--- src/rtl/mm_job_sequencer_pkg.sv ---
// ---------------------------------------------------------------------------
// mm_job_sequencer_pkg
// Shared definitions for the memory-mapped job sequencer:
//   - seq_state_t : 4-bit FSM state encoding
//   - STAT_*      : bit positions inside status_port
//   - CMD_*       : field positions inside command_port
// ---------------------------------------------------------------------------
package mm_job_sequencer_pkg;

    typedef enum logic [3:0] {
        S_IDLE  = 4'd0,
        S_READ  = 4'd1,
        S_FLUSH = 4'd2,
        S_WRITE = 4'd3,
        S_DONE  = 4'd4
    } seq_state_t;

    localparam int STAT_ACK    = 0;
    localparam int STAT_BUSY   = 1;
    localparam int STAT_ERR    = 2;

    localparam int CMD_REQ     = 0;
    localparam int CMD_LEN_LSB = 8;
    localparam int CMD_LEN_MSB = 15;

endpackage

--- src/rtl/mm_job_sequencer_if.sv ---
// ---------------------------------------------------------------------------
// mm_job_sequencer_if
// Avalon-MM master bus used by the job sequencer.
//   master_address     : byte address (ADDR_W bits)
//   master_read/write  : transfer strobes
//   master_readdata    : read return data
//   master_writedata   : write data
//   master_waitrequest : slave stall, transfer completes when low
//   master_byteen      : byte enables
// Modports: master (sequencer side), slave (memory side).
// ---------------------------------------------------------------------------
interface mm_job_sequencer_if #(
    parameter int ADDR_W = 10
) ();

    logic [ADDR_W-1:0] master_address;
    logic              master_read;
    logic              master_write;
    logic [31:0]       master_readdata;
    logic [31:0]       master_writedata;
    logic              master_waitrequest;
    logic [3:0]        master_byteen;

    modport master (
        output master_address, master_read, master_write,
               master_writedata, master_byteen,
        input  master_readdata, master_waitrequest
    );

    modport slave (
        input  master_address, master_read, master_write,
               master_writedata, master_byteen,
        output master_readdata, master_waitrequest
    );

endinterface

--- src/rtl/mm_job_sequencer_seq_word_buf.sv ---
// ---------------------------------------------------------------------------
// seq_word_buf
// Result buffer: MAX_LEN words of 32 bits, one synchronous write port and
// one synchronous read port with 1-cycle read latency.
//   clk, rst      : clock, sync active-high reset (clears read register only)
//   we/waddr/wdata: write port
//   raddr/rdata   : read port, rdata = mem[raddr] one cycle later
// ---------------------------------------------------------------------------
module seq_word_buf #(
    parameter int MAX_LEN = 16,
    parameter int AW      = 4
) (
    input  logic          clk,
    input  logic          rst,
    input  logic          we,
    input  logic [AW-1:0] waddr,
    input  logic [31:0]   wdata,
    input  logic [AW-1:0] raddr,
    output logic [31:0]   rdata
);

    logic [31:0] mem [MAX_LEN];

    always_ff @(posedge clk) begin
        if (we) begin
            mem[waddr] <= wdata;
        end
    end

    // The read register drives the bus write data, so it is cleared on reset.
    always_ff @(posedge clk) begin
        if (rst) begin
            rdata <= '0;
        end else begin
            rdata <= mem[raddr];
        end
    end

endmodule

--- src/rtl/mm_job_sequencer.sv ---
// ---------------------------------------------------------------------------
// mm_job_sequencer
// Reads N words from SRC_BASE over Avalon-MM, streams them to a datapath,
// collects the datapath results and writes them back to DST_BASE.
// Ports:
//   clk, reset      : clock, synchronous active-high reset
//   command_port    : [0] req (level), [15:8] job length N
//   status_port     : [0] ack, [1] busy, [2] err
//   mm              : Avalon-MM master (mm_job_sequencer_if.master)
//   dp_start        : one-cycle datapath clear pulse at job start
//   dp_in_valid/data: word sent to the datapath
//   dp_out_valid/data: result returned by the datapath
// Build option: define BYTE_SWAP_EN to byte-reverse read data before the
// datapath and write data before the bus.
// ---------------------------------------------------------------------------
module mm_job_sequencer
    import mm_job_sequencer_pkg::*;
#(
    parameter int ADDR_W     = 10,
    parameter int MAX_LEN    = 16,
    parameter int SRC_BASE   = 0,
    parameter int DST_BASE   = 32,
    parameter int DP_TIMEOUT = 64
) (
    input  logic                 clk,
    input  logic                 reset,
    input  logic [31:0]          command_port,
    output logic [31:0]          status_port,
    mm_job_sequencer_if.master   mm,
    output logic                 dp_start,
    output logic                 dp_in_valid,
    output logic [31:0]          dp_in_data,
    input  logic                 dp_out_valid,
    input  logic [31:0]          dp_out_data
);

    localparam int IDX_W  = $clog2(MAX_LEN + 1);
    localparam int BUF_AW = (MAX_LEN > 1) ? $clog2(MAX_LEN) : 1;
    localparam int TMO_W  = $clog2(DP_TIMEOUT + 1);

    localparam logic [IDX_W-1:0]  IDX_ONE   = IDX_W'(1);
    localparam logic [TMO_W-1:0]  TMO_ONE   = TMO_W'(1);
    localparam logic [TMO_W-1:0]  TMO_LAST  = TMO_W'(DP_TIMEOUT - 1);
    localparam logic [7:0]        MAX_LEN_B = 8'(MAX_LEN);
    localparam logic [ADDR_W-1:0] SRC_A     = ADDR_W'(SRC_BASE);
    localparam logic [ADDR_W-1:0] DST_A     = ADDR_W'(DST_BASE);

    function automatic logic [31:0] swap_word(input logic [31:0] w);
`ifdef BYTE_SWAP_EN
        return {w[7:0], w[15:8], w[23:16], w[31:24]};
`else
        return w;
`endif
    endfunction

    // Word index to byte address; wraps modulo 2^ADDR_W.
    function automatic logic [ADDR_W-1:0] addr_of(input logic [ADDR_W-1:0] base,
                                                  input logic [IDX_W-1:0]  idx);
        logic [ADDR_W-1:0] off;
        off = ADDR_W'(idx);
        return base + (off << 2);
    endfunction

    seq_state_t        state_q, state_d;
    logic [IDX_W-1:0]  len_q, len_d, i_q, i_d, r_q, r_d, j_q, j_d;
    logic [TMO_W-1:0]  tcnt_q, tcnt_d;
    logic              ack_q, ack_d, busy_q, busy_d, err_q, err_d;
    logic              rd_q, rd_d, wr_q, wr_d;
    logic [ADDR_W-1:0] addr_q, addr_d;
    logic              dp_start_d, dp_in_valid_d;
    logic [31:0]       dp_in_data_d;
    logic [31:0]       buf_rdata;

    logic              req, len_ok, rd_acc, wr_acc, rd_last, wr_last;
    logic              collecting, dp_take, dp_over, timeout;
    logic [7:0]        n_cmd;
    logic [IDX_W-1:0]  j_next;
    logic              unused_cmd;

    assign req        = command_port[CMD_REQ];
    assign n_cmd      = command_port[CMD_LEN_MSB:CMD_LEN_LSB];
    assign unused_cmd = ^{command_port[31:CMD_LEN_MSB+1], command_port[CMD_LEN_LSB-1:CMD_REQ+1]};
    assign len_ok     = (n_cmd != 8'd0) && (n_cmd <= MAX_LEN_B);

    assign rd_acc     = (state_q == S_READ)  && rd_q && !mm.master_waitrequest;
    assign wr_acc     = (state_q == S_WRITE) && wr_q && !mm.master_waitrequest;
    assign rd_last    = rd_acc && ((i_q + IDX_ONE) == len_q);
    assign j_next     = j_q + IDX_ONE;
    assign wr_last    = wr_acc && (j_next == len_q);
    assign collecting = (state_q == S_READ) || (state_q == S_FLUSH);
    assign dp_take    = collecting && dp_out_valid && (r_q != len_q);
    assign dp_over    = collecting && dp_out_valid && (r_q == len_q);
    assign timeout    = (state_q == S_FLUSH) && (r_q != len_q) && (tcnt_q == TMO_LAST);

    // State register
    always_ff @(posedge clk) begin
        if (reset) begin
            state_q <= S_IDLE;
        end else begin
            state_q <= state_d;
        end
    end

    // Next-state logic
    always_comb begin
        state_d = state_q;
        case (state_q)
            S_IDLE:  if (req) state_d = len_ok ? S_READ : S_DONE;
            S_READ:  if (rd_last) state_d = S_FLUSH;
            S_FLUSH: begin
                if (r_q == len_q)  state_d = S_WRITE;
                else if (timeout)  state_d = S_DONE;
            end
            S_WRITE: if (wr_last) state_d = S_DONE;
            S_DONE:  if (!req) state_d = S_IDLE;
            default: state_d = S_IDLE;
        endcase
    end

    // Output / counter next values; everything below is registered.
    always_comb begin
        len_d         = len_q;
        i_d           = i_q;
        r_d           = r_q;
        j_d           = j_q;
        tcnt_d        = tcnt_q;
        ack_d         = ack_q;
        busy_d        = busy_q;
        err_d         = err_q;
        rd_d          = rd_q;
        wr_d          = wr_q;
        addr_d        = addr_q;
        dp_start_d    = 1'b0;
        dp_in_valid_d = 1'b0;
        dp_in_data_d  = dp_in_data;
        case (state_q)
            S_IDLE: begin
                if (req) begin
                    len_d  = IDX_W'(n_cmd);
                    i_d    = '0;
                    r_d    = '0;
                    j_d    = '0;
                    tcnt_d = '0;
                    err_d  = !len_ok;
                    if (len_ok) begin
                        busy_d     = 1'b1;
                        dp_start_d = 1'b1;
                        rd_d       = 1'b1;
                        addr_d     = SRC_A;
                    end else begin
                        ack_d      = 1'b1;
                    end
                end
            end
            S_READ: begin
                if (rd_acc) begin
                    dp_in_valid_d = 1'b1;
                    dp_in_data_d  = swap_word(mm.master_readdata);
                    i_d           = i_q + IDX_ONE;
                    addr_d        = addr_of(SRC_A, i_q + IDX_ONE);
                end
                if (rd_last) begin
                    rd_d   = 1'b0;
                    tcnt_d = '0;
                end
            end
            S_FLUSH: begin
                if (r_q == len_q) begin
                    wr_d   = 1'b1;
                    addr_d = DST_A;
                end else if (timeout) begin
                    err_d  = 1'b1;
                    busy_d = 1'b0;
                    ack_d  = 1'b1;
                end else begin
                    tcnt_d = tcnt_q + TMO_ONE;
                end
            end
            S_WRITE: begin
                if (wr_acc) begin
                    j_d    = j_next;
                    addr_d = addr_of(DST_A, j_next);
                end
                if (wr_last) begin
                    wr_d   = 1'b0;
                    busy_d = 1'b0;
                    ack_d  = 1'b1;
                end
            end
            S_DONE: begin
                if (!req) ack_d = 1'b0;
            end
            default: ;
        endcase
        if (dp_take) r_d   = r_q + IDX_ONE;
        if (dp_over) err_d = 1'b1;
    end

    always_ff @(posedge clk) begin
        if (reset) begin
            len_q       <= '0;
            i_q         <= '0;
            r_q         <= '0;
            j_q         <= '0;
            tcnt_q      <= '0;
            ack_q       <= 1'b0;
            busy_q      <= 1'b0;
            err_q       <= 1'b0;
            rd_q        <= 1'b0;
            wr_q        <= 1'b0;
            addr_q      <= '0;
            dp_start    <= 1'b0;
            dp_in_valid <= 1'b0;
            dp_in_data  <= '0;
        end else begin
            len_q       <= len_d;
            i_q         <= i_d;
            r_q         <= r_d;
            j_q         <= j_d;
            tcnt_q      <= tcnt_d;
            ack_q       <= ack_d;
            busy_q      <= busy_d;
            err_q       <= err_d;
            rd_q        <= rd_d;
            wr_q        <= wr_d;
            addr_q      <= addr_d;
            dp_start    <= dp_start_d;
            dp_in_valid <= dp_in_valid_d;
            dp_in_data  <= dp_in_data_d;
        end
    end

    // Read address runs one word ahead of an accepted write so the buffer's
    // registered output already holds the next word when j advances; outside
    // WRITE it sits on word 0, which primes the first write.
    seq_word_buf #(
        .MAX_LEN (MAX_LEN),
        .AW      (BUF_AW)
    ) u_buf (
        .clk   (clk),
        .rst   (reset),
        .we    (dp_take),
        .waddr (BUF_AW'(r_q)),
        .wdata (dp_out_data),
        .raddr ((state_q == S_WRITE) ? BUF_AW'(wr_acc ? j_next : j_q) : '0),
        .rdata (buf_rdata)
    );

    assign mm.master_address   = addr_q;
    assign mm.master_read      = rd_q;
    assign mm.master_write     = wr_q;
    assign mm.master_writedata = swap_word(buf_rdata);
    assign mm.master_byteen    = 4'b1111;

    always_comb begin
        status_port            = '0;
        status_port[STAT_ACK]  = ack_q;
        status_port[STAT_BUSY] = busy_q;
        status_port[STAT_ERR]  = err_q;
    end

endmodule

--- src/flat_wrapper.sv ---
// flat-port wrapper written by rule: the top's interface ports become plain ports
module mm_job_sequencer_flat import mm_job_sequencer_pkg::*;
#(
    parameter int ADDR_W     = 10,
    parameter int MAX_LEN    = 16,
    parameter int SRC_BASE   = 0,
    parameter int DST_BASE   = 32,
    parameter int DP_TIMEOUT = 64
)
  (clk, reset, command_port, status_port, dp_start, dp_in_valid, dp_in_data, dp_out_valid, dp_out_data, mm_master_address, mm_master_read, mm_master_write, mm_master_writedata, mm_master_byteen, mm_master_readdata, mm_master_waitrequest);
  mm_job_sequencer_if #(.ADDR_W(ADDR_W)) mm_i ();
  input  logic clk;
  input  logic reset;
  input  logic [31:0] command_port;
  output logic [31:0] status_port;
  output logic dp_start;
  output logic dp_in_valid;
  output logic [31:0] dp_in_data;
  input  logic dp_out_valid;
  input  logic [31:0] dp_out_data;
  output wire logic [$bits(mm_i.master_address)-1:0] mm_master_address;
  output wire logic [$bits(mm_i.master_read)-1:0] mm_master_read;
  output wire logic [$bits(mm_i.master_write)-1:0] mm_master_write;
  output wire logic [$bits(mm_i.master_writedata)-1:0] mm_master_writedata;
  output wire logic [$bits(mm_i.master_byteen)-1:0] mm_master_byteen;
  input wire logic [$bits(mm_i.master_readdata)-1:0] mm_master_readdata;
  input wire logic [$bits(mm_i.master_waitrequest)-1:0] mm_master_waitrequest;
  assign mm_master_address = mm_i.master_address;
  assign mm_master_read = mm_i.master_read;
  assign mm_master_write = mm_i.master_write;
  assign mm_master_writedata = mm_i.master_writedata;
  assign mm_master_byteen = mm_i.master_byteen;
  assign mm_i.master_readdata = mm_master_readdata;
  assign mm_i.master_waitrequest = mm_master_waitrequest;
  mm_job_sequencer #(.ADDR_W(ADDR_W), .MAX_LEN(MAX_LEN), .SRC_BASE(SRC_BASE), .DST_BASE(DST_BASE), .DP_TIMEOUT(DP_TIMEOUT)) u_core (.clk(clk), .reset(reset), .command_port(command_port), .status_port(status_port), .mm(mm_i), .dp_start(dp_start), .dp_in_valid(dp_in_valid), .dp_in_data(dp_in_data), .dp_out_valid(dp_out_valid), .dp_out_data(dp_out_data));
endmodule
--- config.mk ---
export PLATFORM = sky130hd
export DESIGN_NAME = mm_job_sequencer_flat
export DESIGN_NICKNAME = d
export VERILOG_FILES = /design/src/rtl/mm_job_sequencer_pkg.sv /design/src/rtl/mm_job_sequencer_if.sv /design/src/rtl/mm_job_sequencer_seq_word_buf.sv /design/src/rtl/mm_job_sequencer.sv /design/src/flat_wrapper.sv
export SDC_FILE = /design/constraint.sdc
export NUM_CORES = 1
export LEC_CHECK = 0
export CAP_MARGIN = 40
export CORE_MARGIN = 2
export CORE_UTILIZATION = 30
export CTS_CLUSTER_SIZE = 8
export DETAILED_ROUTE_END_ITERATION = 7
export PLACE_DENSITY_LB_ADDON = 0.12
export SLEW_MARGIN = 20
export SYNTH_ARGS = -nofsm -noshare
export SYNTH_HDL_FRONTEND = slang
export SYNTH_HIERARCHICAL = 1
export SYNTH_SLANG_ARGS = --single-unit
--- constraint.sdc ---
create_clock -name clk -period 4.74 [get_ports clk]
set_input_delay 0.948 -clock clk [delete_from_list [all_inputs] [get_ports clk]]
set_output_delay 0.948 -clock clk [all_outputs]
set_load 0.05 [all_outputs]
After elaboration in Yosys (flattened, before gate mapping)
Memory sizes are Yosys's and may differ from the RTL's. A register that Yosys moved wholly into a read port is not among the register bits.
Cells that the tools add are included.
Word-level totals
  flip-flop bits (word level): 80
  memory bits (writable): 512
  input port bits: 100
  output and inout bits: 114
  word-level logic and storage cells: 145
  memories kept: 1
Memories
  u_core.u_buf.mem: depth 16, width 32, read ports 1, clocked after memory_dff 1, wr ports 1, RTL line mm_job_sequencer_seq_word_buf.sv:22  | logic [31:0] mem [MAX_LEN];
Operators by class
  add/subtract/negate cells: 5
  magnitude comparators: 1
  eq/ne operators: 25
  muxes and demuxes: 51
  bitwise operators: 3
  reduce and logical (&&, ||, !) cells: 43
Operator list (number)
  two-way mux 10 bit: 5
  case mux 10 bit (4 select lines): 1
  two-way mux 4 bit: 7
  two-way mux 7 bit: 4
  two-way mux 5 bit: 5
  case mux 7 bit (3 select lines): 1
  case mux 4 bit (5 select lines): 1
  case mux 5 bit (2 select lines): 2
  two-way mux 1 bit: 19
  adder 5 x 1 -> 5 bit (second input constant): 3
  equality test 5 bit: 3
  logical AND 1 bit: 12
  != test 2 x 1 -> 1 bit (second input constant): 6
  != test 2 bit (second input constant): 6
  AND reduction 6 bit: 2
  AND reduction 5 bit: 2
  nonzero test 2 bit: 5
  != test 3 x 2 -> 1 bit (second input constant): 3
  AND reduction 3 bit: 3
  nonzero test 3 bit: 3
  adder 6 x 7 -> 8 bit (first input constant): 1
  equality test 4 x 2 -> 1 bit (second input constant): 2
  less-or-equal comparator 8 x 5 -> 1 bit (second input constant): 1
  AND reduction 2 bit: 4
  other kinds (20): 27

Longest topological paths before layout
Gate-level depths: netlist of run 1.
  depth in word-level cells: 7
  depth in mapped cells: 11
  depth with buffers taken out: 8

By module
Netlist of run 1, hierarchy kept.
By module, submodules not included
  seq_word_buf: times used 1, cells each 1080, area an instance 20559.7 um^2, sequential area each 16015.4 um^2
  mm_job_sequencer: times used 1, cells each 488, area an instance 3905.0 um^2, sequential area each 1501.4 um^2

Worst setup path before layout of run 1
No wires, ideal clock.
  kind: input -> register
  start: in dp_out_valid
  end: mem u_core.u_buf.mem[0][0] (enable)
  library setup time: 0.461 ns
  data arrival time: 4.129 ns
  required time: 4.279 ns
  path slack: 0.150 ns
  stages on the path: 4
  buffers on the path: 0
  cell sequence: nand3b_1 a21oi_2 or3b_2 nor3_1
Between the ends
  longest elaborated chain between the ends: 4
RTL lines
  from (decl): RTL line flat_wrapper.sv:19  | input logic dp_out_valid;
  logical AND 1 bit (2 in series): RTL line mm_job_sequencer.sv:91  | assign dp_take = collecting && dp_out_valid && (r_q != len_q);
  named net u_core.dp_take: RTL line mm_job_sequencer.sv:75  | logic collecting, dp_take, dp_over, timeout;
  two-way mux 1 bit: RTL line mm_job_sequencer_seq_word_buf.sv:25  | if (we) begin
  two-way mux 1 bit (not written as such): RTL line mm_job_sequencer_seq_word_buf.sv:26  | mem[waddr] <= wdata;
  to (decl): RTL line mm_job_sequencer_seq_word_buf.sv:22
The timed path passes the listed nets, and every way through them passes these cells.

Final worst setup path of run 1
  start: reg u_core.state_q[1]
  end: mem u_core.u_buf.mem[12][9] (enable)
Between the ends
  longest elaborated chain between the ends: 6
  elaborated cells on any way between the ends: 7
  classes of those cells: eq/ne: 2; mux: 2; reduce/logical: 3
RTL lines
  from (decl): RTL line mm_job_sequencer.sv:64  | seq_state_t state_q, state_d;
  from (signal assigned): RTL line mm_job_sequencer.sv:100  | state_q <= state_d;
  equality test 4 x 1 -> 1 bit / equality test 4 x 2 -> 1 bit (equally long branches): RTL line mm_job_sequencer.sv:90  | assign collecting = (state_q == S_READ) || (state_q == S_FLUSH);
  logical OR 1 bit *: RTL line mm_job_sequencer.sv:90
  logical AND 1 bit * (2 in series): RTL line mm_job_sequencer.sv:91
  named net u_core.dp_take: RTL line mm_job_sequencer.sv:75
  two-way mux 1 bit *: RTL line mm_job_sequencer_seq_word_buf.sv:25
  two-way mux 1 bit (not written as such) *: RTL line mm_job_sequencer_seq_word_buf.sv:26
The timed path passes the listed nets; every way through them passes the cells marked *.

==> impl_metrics.toml, run 1 <==
[outcome]
run_status = "finished, final reports clean"

[final_layout]
syn_to_final_growth_pct = 22.38
regArea_um2 = 17520
fin_nets = 1886
multiInputGateArea_um2 = 6292
layoutNonFillerInstCount = 2909
diodes = 0
fin_area_um2 = 29940
fill_cells = 7683
final_util_pct = 37.11
layout-drive-gt1-share_pct = 11.47

[sta]
skew_ns = 0.02351
fin_ws_ns = 1.469
clock.fmax_mhz = 305.7
post-route-period-util_pct = 69.01
tightest_slew_ns = 0.8094
min_period_ns = 3.271
slew_violations = 0
rsz0062_at_grt = "false"
setup_viol = 0
hold_viol = 0
maxSlewHeadroom_pct = 46.04
fin_setup_tns_ns = 0
whs_ns = 0.4521

[logic_synthesis]
yosysTopAreaCellShare_pct = 62.84
synth_area_leader_cell = "edfxtp_1"
synth-warning-count = 6
async_flop_share_pct = 0
postSynthRegisterBits = 619
post-synth-top-count-cell = "edfxtp_1"
ys_seq_area_share_pct = 71.60
synth_area_per_cell_um2 = 15.60
synth_cell_types = 73
synth_edf_count = 512
yosys-top-cells-area = "edfxtp_1 63%, mux2i_1 9.4%, dfxtp_1 8.8%, a22oi_1 2.9%, nand2_1 2.2%"
synthTopCellsByCount = "512 x edfxtp_1, 229 x mux2i_1, 141 x nand2_1, 107 x dfxtp_1, 94 x a22oi_1"
yosys_most_used_dff = "edfxtp_1"
synthesis.area_um2 = 24460
syn_inst = 1568

[global_route]
overflow = 0
grt_pass1_wl_um = 94070
grt_pass1_vias = 14120
grt_use_total_pct = 15.36
grt_max_degree = 69
antenna_found_initial = 3

[die]
num_rows = 104
core-area_um2 = 80680
fp.dieW_um = 289.6
dieArea_um2 = 83850
start_util_pct = 30.32
fp.dieH_um = 289.6
io_pins = 214

[worst_setup_path]
start_kind = "flop"
endpoint_kind = "flop"
criticalPathCategory = "flop to flop"
crit_arrival_ns = 3.51
critPathMaxFanout = 27
cp.required_ns = 4.98

[clocking]
ctsHoldBuffers = 0
cts_buffers = 87
ctsResizeCount = 0
cts_tree = "yes"
cts_root_buf = "clkbuf_16"
cts_max_level = 3
clk_pin_slew_ns = 0.05
clockBufferDepth = 3
cts_setup_buffers = 0
clk_latency_ns = 0.63
cts.sinks = 619

[power_and_ir_drop]
p_leak_nw = 9.295
vdd_drop_max_mv = 0.2470
cellPowerDensity_nw_per_um2 = 404.5
p_total_mw = 12.11

[routing]
drc = 0
dr.pass1.iters = 4
vias_per_cell = 4.713
drt_iter0_drc = 795
vias = 13710
drt-total-wl_um = 64830
wl_per_cell_um = 22.29
ant_nets = 0

[placement]
port_buffers = 153
dpl_cell_area_um2 = 27370
place_inst = 2752
pre_cts_slack_ns = 0.8824
gp_congestion = 0.7456
place_hpwl_um = 35480

[flow_run]
maxCapViolCount = 0

[hold_path]
hold_class = "flop to flop"
## placed cells by master (no fill, tap or decap), types with 23 or more instances in the layout
| cell type | n |
|---|---|
| a21oi_1 | 57 |
| a22oi_1 | 94 |
| buf_4 | 41 |
| clkbuf_1 | 63 |
| clkbuf_16 | 90 |
| clkdlybuf4s50_1 | 152 |
| conb_1 | 37 |
| dfxtp_1 | 107 |
| edfxtp_1 | 512 |
| mux2i_1 | 229 |
| nand2_1 | 141 |
| nor2_1 | 39 |
| o21ai_1 | 34 |
| o22ai_1 | 23 |
## critical path: stages, from the launching register on
cell,delay [ns]
dfxtp_1,0.81
xor2_1,0.19
nand3b_1,0.18
a21oi_2,0.31
buf_4,0.21
nand3_1,0.28
nor3_2,0.30
buf_4,0.59
## cell type report
type / instances / share of cell area [%]
timing repair buffer: 212 / 7.330
sequential: 619 / 58.51
multi-input combinational: 850 / 21.02
inverter: 11 / 0.1379
clock buffer: 153 / 8.312
clock inverter: 4 / 0.2633
tap: 1060 / 4.430
## path summary, 6_finish.rpt
kind / from / end / slack, ns / cells after the start
max: u_core/state_q[1] / u_core/u_buf/mem[12][9] / 1.47 / 7
min: u_core/dp_in_data[7] / u_core/dp_in_data[7] / 0.45 / 2
max reg2reg: u_core/state_q[1] / u_core/u_buf/mem[12][9] / 1.47 / 7
min reg2reg: u_core/dp_in_data[7] / u_core/dp_in_data[7] / 0.45 / 2
## cells by family after synthesis
kind of cell | after synthesis | synth area share [%]
simple gates | 269 | 5.017
other cells | 2 | 0.03070
flops | 619 | 71.60
fa+ha+maj | 5 | 0.2557
compound gates | 265 | 7.252
mux | 247 | 10.98
xor+xnor | 27 | 1.059
buf+inv | 134 | 3.805
## metal layers
layer	global-route usage, %	share of wire (%)	wire length, µm	vias to the layer above
met4	4.385	1.8	1198	6
li1	-	-	-	6397
met2	26.27	50	32230	232
met5	0	0.054	35	-
met3	2.747	3.6	2305	90
met1	19.96	45	29060	6985
## sequential cells by signal (all words and copies together) (netlist names), 3 cells and up
register and cells:
u_core/state_q 3, u_core/i_q 5, u_core/r_q 5, u_core/tcnt_q 7, u_core/u_buf/mem 512, u_core/dp_in_data 32
u_core/u_buf/rdata 32, u_core/len_q 5, u_core/j_q 5, u_core/mm.master_address 6
## where the power goes
| group | switching [mW] | total [mW] | internal [mW] |
|---|---|---|---|
| sequential | 0.0198 | 5.93 | 5.91 |
| clock | 2.29 | 5.83 | 3.54 |
| combinational | 0.245 | 0.356 | 0.111 |
No activity file was read; power rests on OpenSTA's default activity.
==> run 2, diff against run 1 <==
==> constraint.sdc (replaced) <==
create_clock -name clk -period 3.4 [get_ports clk]
set_input_delay 0.68 -clock clk [delete_from_list [all_inputs] [get_ports clk]]
set_output_delay 0.68 -clock clk [all_outputs]
set_load 0.05 [all_outputs]
==> run 2 against run 1 <==
  * Register-to-register slack worse by 0.71 ns
  * Highest routed layer unchanged
  * Count of clock-buffer cells in the layout is 4 lower
  * Total power rose by 39%
  * Clock skew up 0.0085 ns
  * Die area is the same
  * Cell count up 1.2%
  * Worst hold slack got worse by 0.085 ns
  * Sequential share of layout area is 1.1 points lower
  * Combinational power up 45%
  * Non-clock buffer count up 38
==> impl_metrics.toml, run 2 (same netlist as run 1, synthesis figures left out) <==
[placement]
place_inst = 2790
port_buffers = 153
gp_congestion = 0.7467
place_hpwl_um = 37120

[final_layout]
syn_to_final_growth_pct = 24.71
final_common_cell = "edfxtp_1"
largest_register = "u_core/u_buf/mem"
layoutNonFillerInstCount = 2945
layout.cells.most_common_list = "512 x edfxtp_1, 229 x mux2i_1, 152 x clkdlybuf4s50_1"
largest_reg_flops = 512
fill_cells = 7618
largestRegisters = "u_core/u_buf/mem (512), u_core/dp_in_data (32), u_core/u_buf/rdata (32)"
layout-drive-gt1-share_pct = 13.32
fin_nets = 1924

[worst_setup_path]
start_kind = "flop"
criticalPathCategory = "flop to flop"
critPathMaxFanout = 24
cp.required_ns = 3.70
crit_arrival_ns = 2.94
endpoint_kind = "flop"

[sta]
rsz0062_at_grt = "false"
fin_setup_tns_ns = 0
tightest_slew_ns = 0.6717
maxSlewHeadroom_pct = 55.12
setup_viol = 0
min_period_ns = 2.638
hold_viol = 0
clock.fmax_mhz = 379.0
slew_violations = 0
post-route-period-util_pct = 77.60
skew_ns = 0.03196

[flow_run]
maxCapViolCount = 0

[clocking]
cts_setup_buffers = 0
cts_root_buf = "clkbuf_16"
cts.sinks = 619
cts_tree = "yes"
ctsResizeCount = 0
cts_buffers = 87
clk_pin_slew_ns = 0.05
clockBufferDepth = 3
cts_max_level = 3
clk_latency_ns = 0.63
ctsHoldBuffers = 0

[global_route]
grt_pass1_wl_um = 94200
grt_max_degree = 46
antenna_found_initial = 2
grt_use_total_pct = 15.38
overflow = 0
grt_pass1_vias = 14240

[routing]
vias = 13930
drt_iter0_drc = 785
wl_per_cell_um = 22.02
drc = 0
ant_nets = 0
drt-total-wl_um = 64840
dr.pass1.iters = 4
vias_per_cell = 4.730

[outcome]
run_status = "finished, final reports clean"

[hold_path]
hold_class = "input pin to flop"

[power_and_ir_drop]
p_comb_share_pct = 3.1
switching_power_mw = 3.528
vdd_drop_max_mv = 0.3217
p_int_mw = 13.30
cellPowerDensity_nw_per_um2 = 551.6
pwr-share-clk_pct = 47.9
pwr-share-seq_pct = 49.1
p_leak_nw = 9.550
power_switching_share_pct = 20.96

[die]
fp.dieH_um = 289.6
start_util_pct = 30.32
io_pins = 214
core-area_um2 = 80680
dieArea_um2 = 83850
fp.dieW_um = 289.6
num_rows = 104
[run 2: cell count changes in the layout (fill, tap and decap cells not counted), moves of 2 or more]
cell and change:
clkbuf_1 -4, inv_16 -2, buf_12 +23, buf_4 +15, clkinv_8 +3
[run 2: cell type report]
class	instances	area [µm²]	area share (%)
sequential	619	17520	57.41
multi-input combinational	850	6299	20.64
timing repair buffer	250	2768	9.071
clock buffer	149	2474	8.107
tap	1060	1326	4.347
clock inverter	5	83.83	0.2748
inverter	11	41.29	0.1353
antenna	1	2.502	0.008202
[run 2: worst max-delay path, stage by stage, from the launching register on]
cell and delay (ns):
dfxtp_1 0.34, buf_4 0.25, xor2_1 0.16, nand3b_1 0.14
a21oi_2 0.26, or3b_2 0.61, nor3_4 0.22, buf_12 0.27
[run 2: worst paths after layout]
check	startpoint	slack (ns)	endpoint	cells after the start
hold reg to reg	u_core/dp_in_data[0]	0.45	u_core/dp_in_data[0]	2
hold / removal	reset	0.37	u_core/ack_q	2
setup / recovery	u_core/state_q[1]	0.76	u_core/u_buf/mem[0][27]	7
setup reg to reg	u_core/state_q[1]	0.76	u_core/u_buf/mem[0][27]	7
[run 2: metal layers]
| layer | routed length [µm] | track usage [%] | share of wire (%) |
|---|---|---|---|
| met3 | 2744 | 2.991 | 4.2 |
| met1 | 28940 | 20.01 | 45 |
| met4 | 1144 | 4.500 | 1.8 |
| met5 | 13 | 0 | 0.020 |
| met2 | 32000 | 26.04 | 49 |
[run 2: power by group through the flow]
stage                     logic (mW)  registers [mW]  clock network, mW
after floorplan                0.260            8.44                  0
after global placement         0.512            8.40                  0
after detailed placement       0.519            8.40                  0
after CTS                      0.520            8.25               8.35
after global routing           0.556            8.25               8.66
final                          0.515            8.26               8.06
[run 2: through the flow]
stage	power [mW]	utilization (%)	hold WS [ns]	instance area (µm²)	worst slack, ns
global placement	8.916	34.60	0.4424	27910	-0.3338
detailed placement	8.923	34.64	0.4494	27950	0.07723
floorplan	8.699	-	0.4405	24610	-0.6191
global route	17.46	37.82	0.3564	30510	0.5332
CTS	17.12	37.81	0.3390	30510	0.7257
finish	16.83	37.82	0.3666	30510	0.7616
